[config.mk]
export PLATFORM = sky130hd
export DESIGN_NAME = mult_div_unit
export DESIGN_NICKNAME = d
export VERILOG_FILES = /design/src/rtl/mdu_pkg.sv /design/src/rtl/mdu_iter_core.sv /design/src/rtl/mult_div_unit.sv
export SDC_FILE = /design/constraint.sdc
export NUM_CORES = 1
export LEC_CHECK = 0
export ABC_CLOCK_PERIOD_IN_PS = 2850
export CAP_MARGIN = 20
export CELL_PAD_IN_SITES_DETAIL_PLACEMENT = 0
export CELL_PAD_IN_SITES_GLOBAL_PLACEMENT = 2
export CORE_AREA = 2 2 228 275
export DETAILED_ROUTE_END_ITERATION = 12
export DIE_AREA = 0 0 230 277
export PLACE_DENSITY_LB_ADDON = 0.2
export SETUP_SLACK_MARGIN = 0.4
export SLEW_MARGIN = 20
export SYNTH_ARGS = -nofsm -noshare
export SYNTH_HDL_FRONTEND = slang
export SYNTH_HIERARCHICAL = 1
export SYNTH_SLANG_ARGS = --single-unit
[constraint.sdc]
create_clock -name Clk -period 2.85 [get_ports Clk]
set_input_delay 0.285 -clock Clk [delete_from_list [all_inputs] [get_ports Clk]]
set_output_delay 0.285 -clock Clk [all_outputs]
set_load 0.01 [all_outputs]
[src/rtl/mdu_pkg.sv]
// Shared encodings for the iterative multiply/divide unit.
package mdu_pkg;

    localparam logic [2:0] MDU_MULT  = 3'd0;
    localparam logic [2:0] MDU_MULTU = 3'd1;
    localparam logic [2:0] MDU_DIV   = 3'd2;
    localparam logic [2:0] MDU_DIVU  = 3'd3;
    localparam logic [2:0] MDU_MTHI  = 3'd4;
    localparam logic [2:0] MDU_MTLO  = 3'd5;

    typedef enum logic [1:0] {
        ST_IDLE = 2'd0,
        ST_CALC = 2'd1,
        ST_FIX  = 2'd2
    } mdu_state_e;

    // Wide enough to hold the iteration count itself.
    function automatic int mdu_cnt_w(input int width);
        return $clog2(width) + 1;
    endfunction

endpackage

[src/rtl/mdu_iter_core.sv]
// Shift datapath: LSB-first shift-add multiply and MSB-first restoring divide,
// operating on unsigned magnitudes; one bit per step.
module mdu_iter_core #(
    parameter int WIDTH = 32
) (
    input  logic                 Clk,
    input  logic                 Rst_n,
    input  logic                 load_i,
    input  logic                 step_i,
    input  logic                 div_i,
    input  logic [WIDTH-1:0]     mag_a_i,
    input  logic [WIDTH-1:0]     mag_b_i,
    output logic [2*WIDTH-1:0]   product_o,
    output logic [WIDTH-1:0]     quotient_o,
    output logic [WIDTH-1:0]     remainder_o
);
    logic [2*WIDTH-1:0] acc_q, acc_d;
    logic [WIDTH:0]     rem_q, rem_d;
    logic [WIDTH-1:0]   opb_q, opb_d;
    logic               div_q, div_d;
    logic [WIDTH:0]     sum;
    logic [WIDTH+1:0]   trial;

    // Multiply keeps the multiplier in the low half of acc; divide shifts the
    // dividend out of the low half while quotient bits shift in behind it.
    always_comb begin
        acc_d = acc_q;
        rem_d = rem_q;
        opb_d = opb_q;
        div_d = div_q;
        sum   = {1'b0, acc_q[2*WIDTH-1:WIDTH]} + (acc_q[0] ? {1'b0, opb_q} : '0);
        trial = {rem_q, acc_q[WIDTH-1]} - {2'b00, opb_q};
        if (load_i) begin
            div_d = div_i;
            acc_d = {{WIDTH{1'b0}}, (div_i ? mag_a_i : mag_b_i)};
            opb_d = div_i ? mag_b_i : mag_a_i;
            rem_d = '0;
        end else if (step_i) begin
            if (div_q) begin
                rem_d = trial[WIDTH+1] ? {rem_q[WIDTH-1:0], acc_q[WIDTH-1]} : trial[WIDTH:0];
                acc_d = {acc_q[2*WIDTH-1:WIDTH], acc_q[WIDTH-2:0], ~trial[WIDTH+1]};
            end else begin
                acc_d = {sum, acc_q[WIDTH-1:1]};
            end
        end
    end

    always_ff @(posedge Clk or negedge Rst_n) begin
        if (!Rst_n) begin
            acc_q <= '0;
            rem_q <= '0;
            opb_q <= '0;
            div_q <= 1'b0;
        end else begin
            acc_q <= acc_d;
            rem_q <= rem_d;
            opb_q <= opb_d;
            div_q <= div_d;
        end
    end

    assign product_o   = acc_q;
    assign quotient_o  = acc_q[WIDTH-1:0];
    assign remainder_o = rem_q[WIDTH-1:0];

endmodule

[src/rtl/mult_div_unit.sv]
// HI/LO multiply/divide unit: sequencing FSM, iteration counter, sign fix-up,
// architectural HI/LO and the EX-stage stall request.
//   state   | meaning
//   IDLE    | accepts Start; MTHI/MTLO complete here
//   CALC    | WIDTH iteration steps
//   FIX     | sign correction, HI/LO write, Done next cycle
module mult_div_unit
    import mdu_pkg::*;
#(
    parameter int WIDTH = 32
) (
    input  logic             Clk,
    input  logic             Rst_n,
    input  logic             Start,
    input  logic [2:0]       Op,
    input  logic [WIDTH-1:0] OperandA,
    input  logic [WIDTH-1:0] OperandB,
    input  logic             HiLoRead,
    output logic             Busy,
    output logic             Done,
    output logic             Stall,
    output logic [WIDTH-1:0] Hi,
    output logic [WIDTH-1:0] Lo
);
    localparam int CW = mdu_cnt_w(WIDTH);

    mdu_state_e         state_q, state_d;
    logic [CW-1:0]      cnt_q, cnt_d;
    logic               sign_a_q, sign_a_d, sign_b_q, sign_b_d;
    logic               signed_q, signed_d, div_q, div_d, dzero_q, dzero_d;
    logic               done_q, done_d;
    logic [WIDTH-1:0]   opa_q, opa_d, hi_q, hi_d, lo_q, lo_d;

    logic               is_md, is_div, is_signed, load, step, neg_res;
    logic [WIDTH-1:0]   mag_a, mag_b, quotient, remainder, quo_fix, rem_fix;
    logic [2*WIDTH-1:0] product, prod_fix;

    assign is_md     = (Op <= MDU_DIVU);
    assign is_div    = (Op == MDU_DIV) || (Op == MDU_DIVU);
    assign is_signed = (Op == MDU_MULT) || (Op == MDU_DIV);
    assign mag_a     = (is_signed && OperandA[WIDTH-1]) ? -OperandA : OperandA;
    assign mag_b     = (is_signed && OperandB[WIDTH-1]) ? -OperandB : OperandB;

    mdu_iter_core #(.WIDTH(WIDTH)) u_core (
        .Clk         (Clk),
        .Rst_n       (Rst_n),
        .load_i      (load),
        .step_i      (step),
        .div_i       (is_div),
        .mag_a_i     (mag_a),
        .mag_b_i     (mag_b),
        .product_o   (product),
        .quotient_o  (quotient),
        .remainder_o (remainder)
    );

    // Remainder follows the dividend's sign; quotient/product the XOR of signs.
    assign neg_res  = signed_q & (sign_a_q ^ sign_b_q);
    assign prod_fix = neg_res ? -product : product;
    assign quo_fix  = neg_res ? -quotient : quotient;
    assign rem_fix  = (signed_q & sign_a_q) ? -remainder : remainder;

    always_comb begin
        state_d  = state_q;
        cnt_d    = cnt_q;
        sign_a_d = sign_a_q;
        sign_b_d = sign_b_q;
        signed_d = signed_q;
        div_d    = div_q;
        dzero_d  = dzero_q;
        opa_d    = opa_q;
        hi_d     = hi_q;
        lo_d     = lo_q;
        done_d   = 1'b0;
        load     = 1'b0;
        step     = 1'b0;
        case (state_q)
            ST_IDLE: begin
                if (Start) begin
                    if (is_md) begin
                        load     = 1'b1;
                        state_d  = ST_CALC;
                        cnt_d    = CW'(WIDTH - 1);
                        sign_a_d = is_signed & OperandA[WIDTH-1];
                        sign_b_d = is_signed & OperandB[WIDTH-1];
                        signed_d = is_signed;
                        div_d    = is_div;
                        dzero_d  = is_div && (OperandB == '0);
                        opa_d    = OperandA;
                    end else if (Op == MDU_MTHI) begin
                        hi_d = OperandA;
                    end else if (Op == MDU_MTLO) begin
                        lo_d = OperandA;
                    end
                end
            end
            ST_CALC: begin
                step = 1'b1;
                if (cnt_q == '0) state_d = ST_FIX;
                else             cnt_d   = cnt_q - CW'(1);
            end
            ST_FIX: begin
                state_d = ST_IDLE;
                done_d  = 1'b1;
                if (!div_q) begin
                    hi_d = prod_fix[2*WIDTH-1:WIDTH];
                    lo_d = prod_fix[WIDTH-1:0];
                end else if (dzero_q) begin
                    hi_d = opa_q;
                    lo_d = '1;
                end else begin
                    hi_d = rem_fix;
                    lo_d = quo_fix;
                end
            end
            default: state_d = ST_IDLE;
        endcase
    end

    always_ff @(posedge Clk or negedge Rst_n) begin
        if (!Rst_n) begin
            state_q  <= ST_IDLE;
            cnt_q    <= '0;
            sign_a_q <= 1'b0;
            sign_b_q <= 1'b0;
            signed_q <= 1'b0;
            div_q    <= 1'b0;
            dzero_q  <= 1'b0;
            opa_q    <= '0;
            hi_q     <= '0;
            lo_q     <= '0;
            done_q   <= 1'b0;
        end else begin
            state_q  <= state_d;
            cnt_q    <= cnt_d;
            sign_a_q <= sign_a_d;
            sign_b_q <= sign_b_d;
            signed_q <= signed_d;
            div_q    <= div_d;
            dzero_q  <= dzero_d;
            opa_q    <= opa_d;
            hi_q     <= hi_d;
            lo_q     <= lo_d;
            done_q   <= done_d;
        end
    end

    assign Busy  = (state_q != ST_IDLE);
    assign Done  = done_q;
    assign Stall = Busy & (HiLoRead | Start);
    assign Hi    = hi_q;
    assign Lo    = lo_q;

endmodule

* Word-level counts from Yosys, hierarchy flattened
Cells that the tools add are included.
Operators by class: add/sub/neg operators 8, order comparisons 1, eq/ne operators 15, multiplexer cells 41, bitwise logic cells 8, reduce and logical (&&, ||, !) cells 21
Operators by type and width (count):
- two-way mux 32 bit | 18
- two-way mux 64 bit | 4
- two-way mux 33 bit | 4
- negator 32 bit | 4
- one-hot mux 32 bit (2 select lines) | 2
- negator 64 bit | 1
- subtractor 34 x 32 -> 34 bit | 1
- adder 32 x 33 -> 33 bit | 1
- zero test 32 bit | 1
- two-way mux 6 bit | 3
- != test 2 bit, second input constant | 9
- one-hot mux 6 bit (2 select lines) | 1
- nonzero test 2 bit | 5
- AND reduction 4 bit | 2
- == test 3 x 2 -> 1 bit, second input constant | 2
- == test 3 bit, second input constant | 2
- zero test 6 bit | 1
- two-way mux 2 bit | 3
- AND reduction 3 bit | 2
- subtractor 6 x 1 -> 6 bit, second input constant | 1
- bitwise AND 1 bit | 5
- two-way mux 1 bit | 5
- AND reduction 5 bit | 1
- one-hot mux 2 bit (2 select lines) | 1
- 11 further kinds | 15
Word-level totals: register bits 240, output and inout bits 67, word-level logic and storage cells 110

* Longest topological paths before layout
depth in word-level cells 6, gate-level depth with buffers 14, gate-level depth less buffers 13

* By module
Netlist, hierarchy kept.
By module, submodules not included:
- mdu_iter_core | times used 1, cells each 1205, area an instance 10289.9 um2, sequential area each 3253.1 um2
- mult_div_unit | times used 1, cells each 1301, area an instance 9724.3 um2, sequential area each 2752.6 um2

* Least setup slack after synthesis
No wires, ideal clock.
path type flip-flop to flip-flop, start reg u_core.acc_q[0] (netlist: u_core/product_o[0]), end reg u_core.acc_q[62] (netlist: u_core/product_o[62]), setup time 0.129 ns, arrival 2.858 ns, required time 2.721 ns, path slack -0.137 ns, stages on the path, launching flop included 14, path buffers 2, clock period less this slack 2.987 ns, cell sequence dfrtp_1 clkbuf_1 and2_1 ha_1 clkbuf_1 a211oi_1 o21bai_1 a221oi_1 a311oi_2 a21oi_1 a21oi_1 a21oi_1 xor2_1 o21ai_1
On the way: word-level cells in the longest chain between the ends 5
RTL lines:
- start, declared | line mdu_iter_core.sv:17 | logic [2*WIDTH-1:0] acc_q, acc_d;
- start signal, assigned | line mdu_iter_core.sv:50 | acc_q <= '0;
- start signal, assigned | line mdu_iter_core.sv:55 | acc_q <= acc_d;
- two-way mux 32 bit | line mdu_iter_core.sv:31 | sum = {1'b0, acc_q[2*WIDTH-1:WIDTH]} + (acc_q[0] ? {1'b0, opb_q} : '0);
- adder 32 x 33 -> 33 bit | line mdu_iter_core.sv:31
- two-way mux 64 bit | line mdu_iter_core.sv:39 | if (div_q) begin
- two-way mux 64 bit | line mdu_iter_core.sv:38 | end else if (step_i) begin
- two-way mux 64 bit | line mdu_iter_core.sv:33 | if (load_i) begin
Every way passes these cells. The select of a mux whose other input is x is not followed. A chain may end at the register's enable or synchronous reset.

* Worst setup path after layout
start reg u_core.acc_q[0] (netlist: u_core/product_o[0]), end reg hi_q[30] (netlist: Hi[30])
On the way: word-level cells in the longest chain between the ends 4
RTL lines:
- negator 64 bit | line mult_div_unit.sv:59 | assign prod_fix = neg_res ? -product : product;
- two-way mux 64 bit | line mult_div_unit.sv:59
- two-way mux 32 bit | line mult_div_unit.sv:105 | if (!div_q) begin
- one-hot mux 32 bit (2 select lines) | line mult_div_unit.sv:77 | case (state_q)
- end signal, assigned | line mult_div_unit.sv:142 | hi_q <= hi_d;
- end, declared | line mult_div_unit.sv:32 | logic [WIDTH-1:0] opa_q, opa_d, hi_q, hi_d, lo_q, lo_d;
Every way passes these cells.

==> qor.txt <==
Biggest area consumer among synthesized cells: dfrtp_1
Top-count cell post-synth: nand2_1
GRT overflow: 0
Crit-path slowest cell: or4_4
Worst path bufs/invs: 4
First-pass GRT wire length: 145 mm
Commonest cells post-synth: 285 x nand2_1, 256 x nor2_1, 240 x dfrtp_1
Post-synth top area share: 30.0%
DRT Pass-1 Iters: 8
Startpoint types: flop
Starting density of the core: 32.6%
Setup_tns: -1840 ps
Clock Skew: 48.0 ps
Core Area: 61300 µm²
Pin slew with the least headroom to its limit: 936 ps
Die area: 63700 µm²
Asr flop ratio synth: 100%
Critical path class: reg2reg
CP Capture Type: flop
Layout Utilization: 48.2%
DR WL/cell: 26.0 µm
WP data arrival: 3570 ps
Final period util: 106%
HPWL after DPL: 78.2 mm
Syn-to-layout area delta: 47.7%
CTS Root Cell: clkbuf_16
Netlist cell types: 91
DP Worst Slack: -347 ps
Routed Antenna Nets: 0
Final Hold Viols: 0
Clock slew at reported path FFs: 60 ps
Multi-input logic area: 15100 µm²
Worst Hold Class: in2reg
Final WL: 100 mm
YS warnings: 6
Final Setup Violations: 34
Cell family with most CP delay: simple AND/OR/NAND/NOR gates
Top-level I/O count: 138
RSZ-0062 raised after global routing: yes
Drc violations: 0
Vias: 21400
Fraction of layout cells with a size suffix above 1: 33.2%
Pwr Total: 37.4 mW
Rel. slew slack: 37.4%
Sequential fraction of the synthesis area: 30.0%
Crit path max fanout: 7
Die Y: 277 µm
Cell area after synthesis: 20000 µm²
Worst Path Required: 3400 ps
Initial antenna violation count: 0
Post-layout min period: 3010 ps
DR vias/cell: 5.56
FF-to-FF setup slack: -160 ps
Die W: 230 µm
Syn nets: 2650
PortBufs: 137
Seq cells post-synth: 240
Clk sinks: 240
Iter 0 DRT Violations: 1736
Vias in the first global route: 21700
Rows: 100
CTS Buf Count: 30
Average instance area after synthesis: 7.99 µm²
Post-synth EDFFs: 0
Register area: 6040 µm²
Largest net degree at the start of global routing: 74
CTS tree: yes
Number of inserted diodes: 0
Fmax: 332 MHz
Status: complete, but fails checks
Synth Flop Type: dfrtp_1
GPL Wtd Cong: 0.934
H-tree levels: 1
Pleak: 12.4 nW
Crit-path max cell delay: 510 ps
Final max-slew violation count: 0
Post-Syn Instances: 2506
Final net count: 3152
CTS Buffer Depth: 3
Fill cell count: 6004
Worst-Skew Late Latency: 620 ps
GRT Total Usage: 30.6%
Pwr/cell area: 1260 nW/µm²
Maximum vdd drop: 0.792 mV
Slack of the critical path: -164 ps
Worst-path cell chain: buf_12, inv_4, ha_4, or3b_4, or4_4, nor3_4, buf_4, buf_6, and4_1, mux2i_2, o2111ai_2, a221o_1
MaxCap Viol Count: 0
Hold slack: 114 ps
Failing checks: negative setup slack
Top cells by area in the synthesized netlist: dfrtp_1 30%, mux2i_1 6.2%, a21oi_1 5.7%
worst paths after layout:
check,endpoint,from,cells after the start
worst max-delay path,Hi[30]$_DFFE_PN0P_,u_core/product_o[0]$_DFFE_PN0P_,12
worst min-delay path,opa_q[5]$_DFFE_PN0P_,OperandA[5],4
worst max register to register,Hi[30]$_DFFE_PN0P_,u_core/product_o[0]$_DFFE_PN0P_,12
worst min register to register,opa_q[9]$_DFFE_PN0P_,opa_q[9]$_DFFE_PN0P_,2
max in group asynchronous,u_core/opb_q[19]$_DFFE_PN0P_,Rst_n,3
min in group asynchronous,u_core/rem_q[12]$_DFFE_PN0P_,Rst_n,2
cells in the final DEF (no fill, tap or decap), types with 32 or more instances in the layout:
cell type | synthesis | final
o21ai_1 | 25 | 67
dfrtp_1 | 240 | 211
o31ai_1 | 49 | 35
o21ai_0 | 157 | 89
buf_4 | 64 | 448
nor3_1 | 54 | 46
nand2_1 | 285 | 274
buf_6 | 0 | 61
xor2_1 | 99 | 92
a21oi_2 | 0 | 32
mux2i_1 | 124 | 116
ha_1 | 71 | 36
nor2_1 | 256 | 241
a21oi_1 | 227 | 187
inv_1 | 71 | 50
clkdlybuf4s50_1 | 0 | 131
xnor2_1 | 112 | 92
ha_4 | 0 | 35
per-stage QoR:
| step | area (µm²) | std cells |
|---|---|---|
| CTS | 28600 | 3817 |
| floorplan | 20600 | 2506 |
| finish | 29600 | 3846 |
| global placement | 25300 | 3703 |
| global route | 29600 | 3846 |
| detailed placement | 25300 | 3703 |
metal layers:
layer  GRT usage, %  wire, µm  vias up  part of all wire, %
li1               -         -     9960                    -
met1           36.8     40100    10600                   40
met2           52.9     49000      614                   49
met3           2.09      3540      193                  3.5
met4           19.6      7350        0                  7.4
met5              0         0        -                    0
worst min-delay path: stages:
cell	delay (ps)
dlymetal6s2s_1	140
buf_4	160
nand2_1	60
nand2_1	50
flip-flops by register name (all words and copies together) (netlist names), 2 cells and up:
name / flops
state_q: 2
opa_q: 32
Lo: 32
Hi: 32
u_core/rem_q: 33
u_core/opb_q: 32
u_core/product_o: 64
cnt_q: 6
cell type report:
| cell class | count | area share, % |
|---|---|---|
| flip-flops and latches | 240 | 20.4 |
| well taps | 816 | 3.45 |
| clock inverters | 15 | 0.986 |
| clock buffers | 39 | 2.86 |
| inverters | 73 | 0.978 |
| repair buffers | 671 | 20.0 |
| multi-input cells | 1992 | 51.2 |
logic make-up (layout without fill, tap and decap cells):
logic type                 after synthesis  count (layout)  share of synthesized area (%)
AOI/OAI and AO/OA                      714             714                           22.7
xor gates and xnor gates               211             211                           9.23
adders and majority gates               73              73                           4.64
buffers and inverters                  274             798                           6.63
DFF                                    240             240                           30.0
muxes                                  126             126                           6.33
and+or+nand+nor                        868             868                           20.5
report_power, final:
| part | total (mW) | switching, mW | internal [mW] | leakage (nW) |
|---|---|---|---|---|
| registers | 7.11 | 2.08 | 5.03 | 2.83 |
| clock network | 4.54 | 1.74 | 2.80 | 0.552 |
| logic | 25.7 | 13.4 | 12.3 | 9.01 |
| total | 37.4 | 17.3 | 20.1 | 12.4 |
repair_timing:
action,CTS,global route
setup buffers,57,29
pin swaps,178,130
setup endpoints to repair,126,146
hold buffers,1,0
endpoints found under the hold margin,67,0
cloned,2,0
resized for setup,357,150
(Power assumes the default switching activity.)
